## src/rtl/mprj_io_serial_loader.sv

```systemverilog
//==============================================================================
// Module   : mprj_io_serial_loader
// Purpose  : Moves the per-pad IO configuration words from the project-control
//            register file into the GPIO pad configuration shift chain. On a
//            start pulse it fetches each pad's word, starting at pad IO_PADS-1.
//            It shifts each word out MSB-first with a generated serial clock.
//            It then pulses serial_load to latch the chain into the pads.
// Revision : 1.0 - initial release
//------------------------------------------------------------------------------
// Parameters
//   IO_PADS   number of pads in the chain
//   CFG_BITS  configuration bits per pad
//   CLK_DIV   system cycles per serial_clock phase (1..255)
// Ports
//   wb_clk_i         in   system clock
//   resetn           in   asynchronous, active-low reset
//   xfer_start       in   one-cycle start request (ignored unless idle)
//   xfer_abort       in   abort request        (MPRJ_IO_LOADER_ABORT_EN only)
//   cfg_idx          out  index of the pad word being fetched
//   cfg_data         in   config word for cfg_idx, valid the same cycle
//   serial_clock     out  chain shift clock, data captured on its rising edge
//   serial_data_out  out  serial configuration data
//   serial_load      out  chain latch strobe
//   busy             out  transfer in progress
//   done             out  one-cycle completion pulse
//   aborted          out  last transfer was aborted (MPRJ_IO_LOADER_ABORT_EN)
// Optional feature macro: MPRJ_IO_LOADER_ABORT_EN
//==============================================================================
`default_nettype none

module mprj_io_serial_loader #(
  parameter int IO_PADS  = 38,
  parameter int CFG_BITS = 13,
  parameter int CLK_DIV  = 1,
  localparam int IDX_W   = (IO_PADS > 1) ? $clog2(IO_PADS) : 1
) (
  input  logic                wb_clk_i,
  input  logic                resetn,
  input  logic                xfer_start,
`ifdef MPRJ_IO_LOADER_ABORT_EN
  input  logic                xfer_abort,
  output logic                aborted,
`endif
  output logic [IDX_W-1:0]    cfg_idx,
  input  logic [CFG_BITS-1:0] cfg_data,
  output logic                serial_clock,
  output logic                serial_data_out,
  output logic                serial_load,
  output logic                busy,
  output logic                done
);

  localparam int BIT_W = (CFG_BITS > 1) ? $clog2(CFG_BITS) : 1;

  localparam logic [7:0]       PHASE_LAST = 8'(CLK_DIV - 1);
  localparam logic [BIT_W-1:0] BIT_TOP    = BIT_W'(CFG_BITS - 1);
  localparam logic [IDX_W-1:0] IDX_TOP    = IDX_W'(IO_PADS - 1);

  typedef enum logic [2:0] {
    IDLE  = 3'd0,
    FETCH = 3'd1,
    SH_LO = 3'd2,
    SH_HI = 3'd3,
    LOAD  = 3'd4,
    FIN   = 3'd5
  } state_e;

  state_e               state_q, state_d;
  logic [7:0]           phase_q, phase_d;
  logic [BIT_W-1:0]     bit_cnt_q, bit_cnt_d;
  logic [IDX_W-1:0]     idx_q, idx_d;
  logic [CFG_BITS-1:0]  shreg_q, shreg_d;
  logic                 serial_clock_q, serial_clock_d;
  logic                 serial_data_q, serial_data_d;
  logic                 serial_load_q, serial_load_d;
  logic                 busy_q, busy_d;
  logic                 done_q, done_d;
  logic                 phase_last;
`ifdef MPRJ_IO_LOADER_ABORT_EN
  logic                 aborted_q, aborted_d;
  logic                 abort_take;
`endif

  assign phase_last = (phase_q == PHASE_LAST);

`ifdef MPRJ_IO_LOADER_ABORT_EN
  // Abort is only meaningful while the chain is being driven; IDLE has nothing
  // to stop and FIN is already the exit path.
  assign abort_take = xfer_abort && (state_q != IDLE) && (state_q != FIN);
`endif

  //--------------------------------------------------------------------------
  // State register and datapath flops
  //--------------------------------------------------------------------------
  always_ff @(posedge wb_clk_i or negedge resetn) begin
    if (!resetn) begin
      state_q        <= IDLE;
      phase_q        <= 8'd0;
      bit_cnt_q      <= '0;
      idx_q          <= '0;
      shreg_q        <= '0;
      serial_clock_q <= 1'b0;
      serial_data_q  <= 1'b0;
      serial_load_q  <= 1'b0;
      busy_q         <= 1'b0;
      done_q         <= 1'b0;
`ifdef MPRJ_IO_LOADER_ABORT_EN
      aborted_q      <= 1'b0;
`endif
    end else begin
      state_q        <= state_d;
      phase_q        <= phase_d;
      bit_cnt_q      <= bit_cnt_d;
      idx_q          <= idx_d;
      shreg_q        <= shreg_d;
      serial_clock_q <= serial_clock_d;
      serial_data_q  <= serial_data_d;
      serial_load_q  <= serial_load_d;
      busy_q         <= busy_d;
      done_q         <= done_d;
`ifdef MPRJ_IO_LOADER_ABORT_EN
      aborted_q      <= aborted_d;
`endif
    end
  end

  //--------------------------------------------------------------------------
  // Next-state and datapath logic
  //--------------------------------------------------------------------------
  always_comb begin
    state_d   = state_q;
    // The phase counter restarts from zero on every state entry; it only
    // advances while a timed state is still short of its last cycle.
    phase_d   = 8'd0;
    bit_cnt_d = bit_cnt_q;
    idx_d     = idx_q;
    shreg_d   = shreg_q;
`ifdef MPRJ_IO_LOADER_ABORT_EN
    aborted_d = aborted_q;
`endif

    case (state_q)
      IDLE: begin
        if (xfer_start) begin
          state_d = FETCH;
          idx_d   = IDX_TOP;
`ifdef MPRJ_IO_LOADER_ABORT_EN
          aborted_d = 1'b0;
`endif
        end
      end

      FETCH: begin
        shreg_d   = cfg_data;
        bit_cnt_d = BIT_TOP;
        state_d   = SH_LO;
      end

      SH_LO: begin
        if (phase_last) begin
          state_d = SH_HI;
        end else begin
          phase_d = phase_q + 8'd1;
        end
      end

      SH_HI: begin
        if (phase_last) begin
          shreg_d = shreg_q << 1;
          if (bit_cnt_q == '0) begin
            if (idx_q == '0) begin
              state_d = LOAD;
            end else begin
              idx_d   = idx_q - IDX_W'(1);
              state_d = FETCH;
            end
          end else begin
            bit_cnt_d = bit_cnt_q - BIT_W'(1);
            state_d   = SH_LO;
          end
        end else begin
          phase_d = phase_q + 8'd1;
        end
      end

      LOAD: begin
        if (phase_last) begin
          state_d = FIN;
        end else begin
          phase_d = phase_q + 8'd1;
        end
      end

      FIN: begin
        state_d = IDLE;
      end

      default: begin
        state_d = IDLE;
      end
    endcase

`ifdef MPRJ_IO_LOADER_ABORT_EN
    // Abort wins over whatever transition the case above picked.
    if (abort_take) begin
      state_d   = FIN;
      phase_d   = 8'd0;
      aborted_d = 1'b1;
    end
`endif
  end

  //--------------------------------------------------------------------------
  // Output decode from the next state so every output is a flop aligned with
  // the state it describes. serial_data follows the shift register MSB only
  // while shifting, so it stays constant across a low/high pair and returns
  // to zero everywhere else.
  //--------------------------------------------------------------------------
  always_comb begin
    serial_clock_d = (state_d == SH_HI);
    serial_load_d  = (state_d == LOAD);
    done_d         = (state_d == FIN);
    busy_d         = (state_d == FETCH) || (state_d == SH_LO) ||
                     (state_d == SH_HI) || (state_d == LOAD);
    serial_data_d  = 1'b0;
    if ((state_d == SH_LO) || (state_d == SH_HI)) begin
      serial_data_d = shreg_d[CFG_BITS-1];
    end
  end

  assign cfg_idx         = idx_q;
  assign serial_clock    = serial_clock_q;
  assign serial_data_out = serial_data_q;
  assign serial_load     = serial_load_q;
  assign busy            = busy_q;
  assign done            = done_q;
`ifdef MPRJ_IO_LOADER_ABORT_EN
  assign aborted         = aborted_q;
`endif

endmodule

`default_nettype wire
```

## config.mk

```make
export PLATFORM = sky130hd
export DESIGN_NAME = mprj_io_serial_loader
export DESIGN_NICKNAME = d
export VERILOG_FILES = /design/src/rtl/mprj_io_serial_loader.sv
export SDC_FILE = /design/constraint.sdc
export NUM_CORES = 1
export LEC_CHECK = 0
export CAP_MARGIN = 20
export CORE_MARGIN = 4
export CORE_UTILIZATION = 40
export CTS_CLUSTER_SIZE = 30
export DETAILED_ROUTE_END_ITERATION = 7
export PLACE_DENSITY = 0.66
export SKIP_LAST_GASP = 1
export SLEW_MARGIN = 20
export SYNTH_ARGS = -nofsm -noshare
export SYNTH_HDL_FRONTEND = slang
export SYNTH_SLANG_ARGS = --single-unit
export TNS_END_PERCENT = 1
```

## constraint.sdc

```tcl
create_clock -name wb_clk_i -period 3.4 [get_ports wb_clk_i]
set_input_delay 0.68 -clock wb_clk_i [delete_from_list [all_inputs] [get_ports wb_clk_i]]
set_output_delay 0.68 -clock wb_clk_i [all_outputs]
set_load 0.01 [all_outputs]
```

==> results of run 1 <==
==> flip-flops by register name, indices dropped and copies added (netlist names) <==
register,flops
bit_cnt_q,4
busy,1
cfg_idx,6
done,1
phase_q,8
serial_clock,1
serial_data_out,1
serial_load,1
shreg_q,13
state_q,3
==> final timing paths <==
| check | start | to | slack, ns | cells after the start |
|---|---|---|---|---|
| max in group asynchronous | resetn | serial_data_out | 2.35 | 1 |
| min | resetn | phase_q[4] | 0.50 | 1 |
| min reg2reg | shreg_q[0] | shreg_q[0] | 0.50 | 1 |
| min in group wb_clk_i | shreg_q[0] | shreg_q[0] | 0.50 | 1 |
| max reg2reg | state_q[1] | cfg_idx[2] | 0.82 | 5 |
| max | state_q[1] | cfg_idx[2] | 0.82 | 5 |
==> worst register-to-register path, stage by stage, from the launching register on <==
cell and delay, ns:
dfrtp_1 0.87, inv_1 0.28, or4_4 0.61, o21ai_4 0.27, nor4_1 0.09, or3_1 0.35
==> layout make-up <==
type	count	area, um^2
fillers	484	2360
flip-flops and latches	39	976
multi-input cells	136	913
repair buffers	30	285
clock buffers	8	100
well taps	67	83.8
inverters	10	37.5
==> routing by layer <==
metal | share of wire | global-route usage
met3 | 0.028 | 0.0390
met1 | 0.49 | 0.217
met5 | 0 | 0
met4 | 0.021 | 0.0682
met2 | 0.46 | 0.229
==> per-stage QoR <==
stage,instances,worst slack (ns),hold slack (ns),util
after CTS,290,0.835,0.504,0.504
after floorplan,195,1.10,0.384,-
final,290,0.820,0.498,0.504
after global placement,282,0.602,0.483,0.483
after global routing,290,0.609,0.523,0.504
after detailed placement,282,0.559,0.486,0.483
==> kinds of logic (layout without fill, tap and decap cells) <==
family	after synthesis	after routing
AOI/OAI and AO/OA	59	59
xor gates and xnor gates	6	6
adders and majority gates	5	5
buffers and inverters	20	48
DFF	39	39
muxes	5	5
and+or+nand+nor	61	61
==> power by group <==
group	internal, uW	switching, uW	leakage (uW)
Combinational	20.5	14.4	0.000515
Clock	185	162	0.0000515
Sequential	467	3.24	0.000492
==> layout by cell type, fill, tap and decap left out, types with 2 or more instances in the layout <==
master,count
and3_1,3
nand2_1,4
nor4_1,3
inv_1,10
o211ai_1,2
and2_1,2
o21ai_0,5
clkdlybuf4s50_1,25
a41o_1,2
nor3_1,2
clkbuf_8,7
nor3b_1,3
nor2_1,15
buf_4,4
o22ai_1,25
ha_1,5
mux2i_1,2
or2_2,2
nor2b_1,4
mux2_2,3
or3_1,2
a32o_1,2
nand3_1,9
xor2_1,5
a21oi_1,16
dfrtp_1,39
a22o_1,3
==> metrics.txt, run 1 <==
Max IR drop VDD=0.000167 V; Num CTS Buffers=5; post-DR wirelength/cell=14.5 um; Tightest Pin Transition=0.872 ns; DRC viols=0; largest net degree at the start of global routing=40; CTS tree=yes; Crit path max-delay family=simple AND/OR/NAND/NOR gates; vias in the first global route=1,582; Synth top cells by count=dfrtp_1 (39), o22ai_1 (25), a21oi_1 (16); Placement Cell Area=2300 um^2; Hold Buf Count CTS=0; hpwl dp=2.76 mm; fin. max-slew vios=0; Worst slew margin=0.419; Initial DRC Count=95; sequential-to-total area share from yosys stat=0.494; Slowest Stage Delay on Critical Path=0.87 ns; post-synthesis mux area share=0.0272; Layout Cell Area excl Fill=2400 um^2; Hold Crit Class=in2async; setup bufs post-CTS=0; maximum root-to-sink buffer count=2; count of final setup violators=0; H-tree depth=2; die width=78.3 um; Data arrival, critical path=2.76 ns; ys flop type=dfrtp_1; post-synthesis simple-gate area fraction=0.183; Yosys Warn Count=0; leading cell type by number of instances after synthesis=dfrtp_1; cell taking the most area after synthesis=dfrtp_1; fin crit period=2.58 ns; WS Path Type=reg2reg; worst path bufs/invs=1; worst clock skew=0.00585 ns; post-synth top area share=0.494; Mapped Cells=195; first-pass GRT wire length=7.55 mm; core area=4750 um^2; GRT Overall Usage=0.156; die area=6120 um^2; Pwr Density=356 nW/um^2; adder-cell share of the synthesized area=0.0317; P&R area growth vs syn=21.4%; Die H=78.3 um; number of flops mapped to enable cells by yosys=0; Total Power=852 uW; final net count=243; initial cell density of the core=0.415; DR pass1 iterations=4; Routed WL=4.20 mm; Worst-Skew Late Latency=0.29 ns; post-CTS sizing=0; largest family of logic cells by synthesized area=compound AO/OA/AOI/OAI gates; setup TNS=0 ns; # rows=25; Port Buffer Count=26; status=finished, final reports clean; Reg clk slew, reported paths=0.08 ns; ys async rst share=1.00; Netlist cell types=45; post-synthesis compound-gate area fraction=0.194; leakage=0.00106 uW; Slowest cell on crit path=dfrtp_1; unrepaired setup endpoints after global routing=false; average size of a mapped cell=10.1 um^2; CP Capture Type=flip-flop; Net Count, Synth=216; Post-DRT Antenna Nets=0; DR vias=1,566; root buf cell=clkbuf_8; Sink Count=39; gp weighted congestion=0.764; vias per std cell=5.40; Period Utilization, post-route=0.759; Synth Register Bits=39; Required @ worst endpoint=3.57 ns; top post-synthesis cells by area=dfrtp_1 (49%), o22ai_1 (7.9%), a21oi_1 (4.1%), ha_1 (3.2%), nor2_1 (2.9%); CP Cell Sequence=inv_1 -> or4_4 -> o21ai_4 -> nor4_1 -> or3_1; boundary pin count=27; CP Launch Type=flip-flop; xor/xnor share of the synthesized area=0.0266; fraction of layout instances using a drive strength above 1=0.121; Post-Synthesis Cell Area=1970 um^2; final hold vios=0; highest net fanout along the worst path=24; Max-cap violations=0; Max Freq=0.388 GHz; antenna violations before repair=0; total gr overflow=0; n_diodes=0
(Power assumes the default switching activity.)
==> run 2: changes to the inputs <==
--- a/config.mk
+++ b/config.mk
@@ -10,7 +10,7 @@
 export CORE_UTILIZATION = 40
 export CTS_CLUSTER_SIZE = 30
 export DETAILED_ROUTE_END_ITERATION = 7
-export PLACE_DENSITY = 0.66
+export PLACE_DENSITY = 0.69
 export SKIP_LAST_GASP = 1
 export SLEW_MARGIN = 20
 export SYNTH_ARGS = -nofsm -noshare
==> constraint.sdc (replaced) <==
create_clock -name wb_clk_i -period 2.2 [get_ports wb_clk_i]
set_input_delay 0.44 -clock wb_clk_i [delete_from_list [all_inputs] [get_ports wb_clk_i]]
set_output_delay 0.44 -clock wb_clk_i [all_outputs]
set_load 0.01 [all_outputs]
==> metrics.txt, run 2 (synthesis gave the netlist of run 1 again) <==
CP Launch Type=flip-flop; DR pass1 iterations=6; final hold slack=0.196 ns; die width=78.3 um; Initial DRC Count=68; hpwl dp=3.04 mm; CTS tree=yes; Pwr Density=493 nW/um^2; setup ws final=-0.0102 ns; first-pass GRT wire length=7.68 mm; CP Capture Type=flip-flop; core area=4750 um^2; count of final setup violators=1; Hold Crit Class=in2async; most frequent cells in the layout=dfrtp_1 (39), buf_4 (31), o22ai_1 (25), clkdlybuf4s50_1 (25); Post-DRT Antenna Nets=0; largest net degree at the start of global routing=40; Routed WL=4.40 mm; Max-cap violations=0; status=complete, but fails checks; highest net fanout along the worst path=8; flop2flop setup slack=-0.01 ns; final net count=270; worst clock skew=0.00628 ns; Hold Buf Count CTS=0; Sink Count=39; fraction of layout instances using a drive strength above 1=0.252; max FFs per register=13; fin crit period=2.21 ns; post-layout util=0.559; Required @ worst endpoint=2.37 ns; WS Path Type=reg2reg; Worst slew margin=0.675; Num CTS Buffers=5; DRC viols=0; n_diodes=0; antenna violations before repair=0; P&R area growth vs syn=34.7%; Max IR drop VDD=0.000279 V; Reg clk slew, reported paths=0.07 ns; vias in the first global route=1,651; Period Utilization, post-route=1.00; total gr overflow=0; boundary pin count=27; Total Power=1310 uW; Placement Cell Area=2490 um^2; post-DR wirelength/cell=13.9 um; fin. max-slew vios=0; Port Buffer Count=26; final hold vios=0; post-place setup slack=-0.158 ns; Top reg by flops=shreg_q; die area=6120 um^2; Layout Cell Area excl Fill=2660 um^2; Worst-Skew Late Latency=0.29 ns; failing checks=setup timing; Die H=78.3 um; initial cell density of the core=0.415; maximum root-to-sink buffer count=2; leading cell type in the layout, fill and taps excluded=dfrtp_1; # rows=25; DR vias=1,709; root buf cell=clkbuf_8; Tightest Pin Transition=0.487 ns; H-tree depth=2; Data arrival, critical path=2.38 ns; GRT Overall Usage=0.155; unrepaired setup endpoints after global routing=true; leakage=0.00121 uW; Max Freq=0.452 GHz; vias per std cell=5.39; gp weighted congestion=0.850
[run 2: path summary, 6_finish.rpt]
kind,start,to,depth (start not counted)
max reg2reg,cfg_idx[4],cfg_idx[2],5
min,resetn,cfg_idx[1],2
min in group wb_clk_i,shreg_q[0],shreg_q[0],1
max,cfg_idx[4],cfg_idx[2],5
min reg2reg,shreg_q[0],shreg_q[0],1
max in group asynchronous,resetn,phase_q[0],2
[run 2: layout make-up]
type / instances / area (um^2)
clock buffer: 8 / 100
fill: 423 / 2100
inverter: 10 / 37.5
multi-input combinational: 136 / 973
sequential: 39 / 976
tap: 67 / 83.8
timing repair buffer: 57 / 488
[run 2: through the flow]
stage          cells  setup TNS [ns]
2_1_floorplan    195         -0.0973
3_3_place_gp     306          -0.523
3_5_place_dp     306          -0.764
4_1_cts          316          -0.138
5_1_grt          317          -0.375
6_report         317         -0.0102
[run 2: what timing repair did]
action | 4_1_cts | 5_1_grt
pin swaps | 4 | 2
buffers inserted | 2 | 1
gates cloned | 0 | 0
gates resized for setup | 2 | 6
setup endpoints to repair | 6 | 7
[run 2: critical path, cell delays in order, from the launching register on]
cell     delay [ns]
dfrtp_1        0.38
or4_1          0.55
or4_4          0.51
o21ai_4        0.28
nor4_1         0.07
or3_1          0.31
[run 2: power by group]
group | total, uW | internal, uW | leakage, uW | switching, uW
Clock | 526 | 286 | 0.0000515 | 240
Sequential | 725 | 722 | 0.000492 | 3.42
Combinational | 60.1 | 35.5 | 0.000667 | 24.6
Total | 1310 | 1040 | 0.00121 | 268
[run 2: metal layers]
metal | vias to the layer above | global-route usage | wire [um]
li1 | 828 | - | -
met1 | 848 | 0.208 | 2140
met2 | 29 | 0.246 | 2080
met3 | 4 | 0.0413 | 151
met4 | 0 | 0.0507 | 30
met5 | - | 0 | 0
==> run 3: changes to the inputs <==
--- a/config.mk
+++ b/config.mk
@@ -10,6 +10,7 @@
 export CORE_UTILIZATION = 40
 export CTS_CLUSTER_SIZE = 30
 export DETAILED_ROUTE_END_ITERATION = 7
+export GPL_TIMING_DRIVEN = 0
 export PLACE_DENSITY = 0.69
 export SKIP_LAST_GASP = 1
 export SLEW_MARGIN = 20
==> metrics.txt, run 3 (synthesis gave the netlist of run 1 again) <==
status=complete, but fails checks; failing checks=setup timing; Die H=78.3 um; Max-cap violations=0; setup TNS=-0.227 ns; Required @ worst endpoint=2.44 ns; die width=78.3 um; # rows=25; CTS tree=yes; vias in the first global route=1,770; boundary pin count=27; fin. max-slew vios=0; WS Path Type=reg2reg; Reg clk slew, reported paths=0.08 ns; Sequential Power Share=0.549; Placed Cells=289; first-pass GRT wire length=7.86 mm; logic gate share of total power=0.051; H-tree depth=2; P&R area growth vs syn=34.3%; CP Launch Type=flip-flop; maximum root-to-sink buffer count=2; post-DR wirelength/cell=14.4 um; leakage=0.00119 uW; P_int=1050 uW; Switching Share=0.207; NetSw=274 uW; Top reg by flops=shreg_q; vias per std cell=5.40; Max IR drop VDD=0.000236 V; met3 Use GR=0.0356; Worst-Skew Late Latency=0.29 ns; antenna violations before repair=0; Worst slew margin=0.679; Sink Count=39; leading cell type in the layout, fill and taps excluded=dfrtp_1; worst clock skew=0.00580 ns; M2 GR Usage=0.259; Post-DRT Antenna Nets=0; gr busiest metal=met2; met1 GRT Util=0.207; die area=6120 um^2; count of final setup violators=7; gp weighted congestion=0.797; unrepaired setup endpoints after global routing=true; Hold Crit Class=in2async; initial cell density of the core=0.415; CP Capture Type=flip-flop; fraction of layout instances using a drive strength above 1=0.236; Tightest Pin Transition=0.482 ns; Final Non-Filler Cells=313; max FFs per register=13; hpwl dp=2.97 mm; GRT Overall Usage=0.159; Pwr Density=499 nW/um^2; fin crit period=2.25 ns; Data arrival, critical path=2.49 ns; DRC viols=0; Num CTS Buffers=5; total gr overflow=0; largest net degree at the start of global routing=22; Routed WL=4.51 mm; final hold vios=0; Clk pwr share=0.400; core area=4750 um^2; n_diodes=0; Period Utilization, post-route=1.02; root buf cell=clkbuf_8; Initial DRC Count=97; Port Buffer Count=26; most frequent cells in the layout=dfrtp_1 (37), o22ai_1 (25), clkdlybuf4s50_1 (25); Max Freq=0.444 GHz; highest net fanout along the worst path=8; post-layout util=0.558; setup ws final=-0.0508 ns; final net count=266; DR vias=1,690; DR pass1 iterations=4
[run 3: layer usage]
metal,wire (um),up-vias
li1,-,829
met1,2110,801
met2,2110,49
met3,198,11
met4,95,0
met5,0,-
[run 3: worst paths after layout]
kind                       slack (ns)          to  startpoint  depth (start not counted)
setup / recovery                -0.05        busy  cfg_idx[3]                          6
hold / removal                   0.10  shreg_q[2]      resetn                          1
setup reg to reg                -0.05        busy  cfg_idx[3]                          6
hold reg to reg                  0.51  shreg_q[0]  shreg_q[0]                          1
max in group asynchronous        1.62  phase_q[0]      resetn                          2
min in group wb_clk_i            0.51  shreg_q[0]  shreg_q[0]                          1
[run 3: timing repair]
item	CTS	global route
setup buffers	9	8
hold buffers	0	0
gates resized for setup	5	10
setup endpoints to repair	7	16
pin swaps	2	5
[run 3: power by group through the flow]
stage	Clock, uW	Sequential (uW)	Combinational, uW
floorplan	0	741	6.84
global placement	0	741	56.7
detailed placement	0	741	62.3
CTS	547	727	62.8
global route	579	727	74.5
finish	530	726	67.4
[run 3: area by class of cell]
cell class	instances	area [um^2]
inverter	10	37.5
tap	67	83.8
clock buffer	8	100
fill	438	2100
sequential	39	978
timing repair buffer	44	410
buffer	9	50.0
multi-input combinational	136	991
[run 3: per-stage QoR]
stage	hold slack (ns)	total power, uW	worst slack, ns	area [um^2]
after CTS	0.112	1340	-0.0745	2560
after floorplan	0.144	748	-0.0415	2000
after global routing	0.135	1380	-0.116	2650
final	0.102	1320	-0.0508	2650
after detailed placement	0.432	803	-0.544	2370
after global placement	0.486	797	-0.552	2350
[run 3: critical path, cell delays in order (launching register included)]
cell and delay, ns:
dfrtp_2 0.43, or4_4 0.52, or4_4 0.51, o21ai_4 0.30, buf_4 0.17, and3_2 0.17
or2_2 0.10
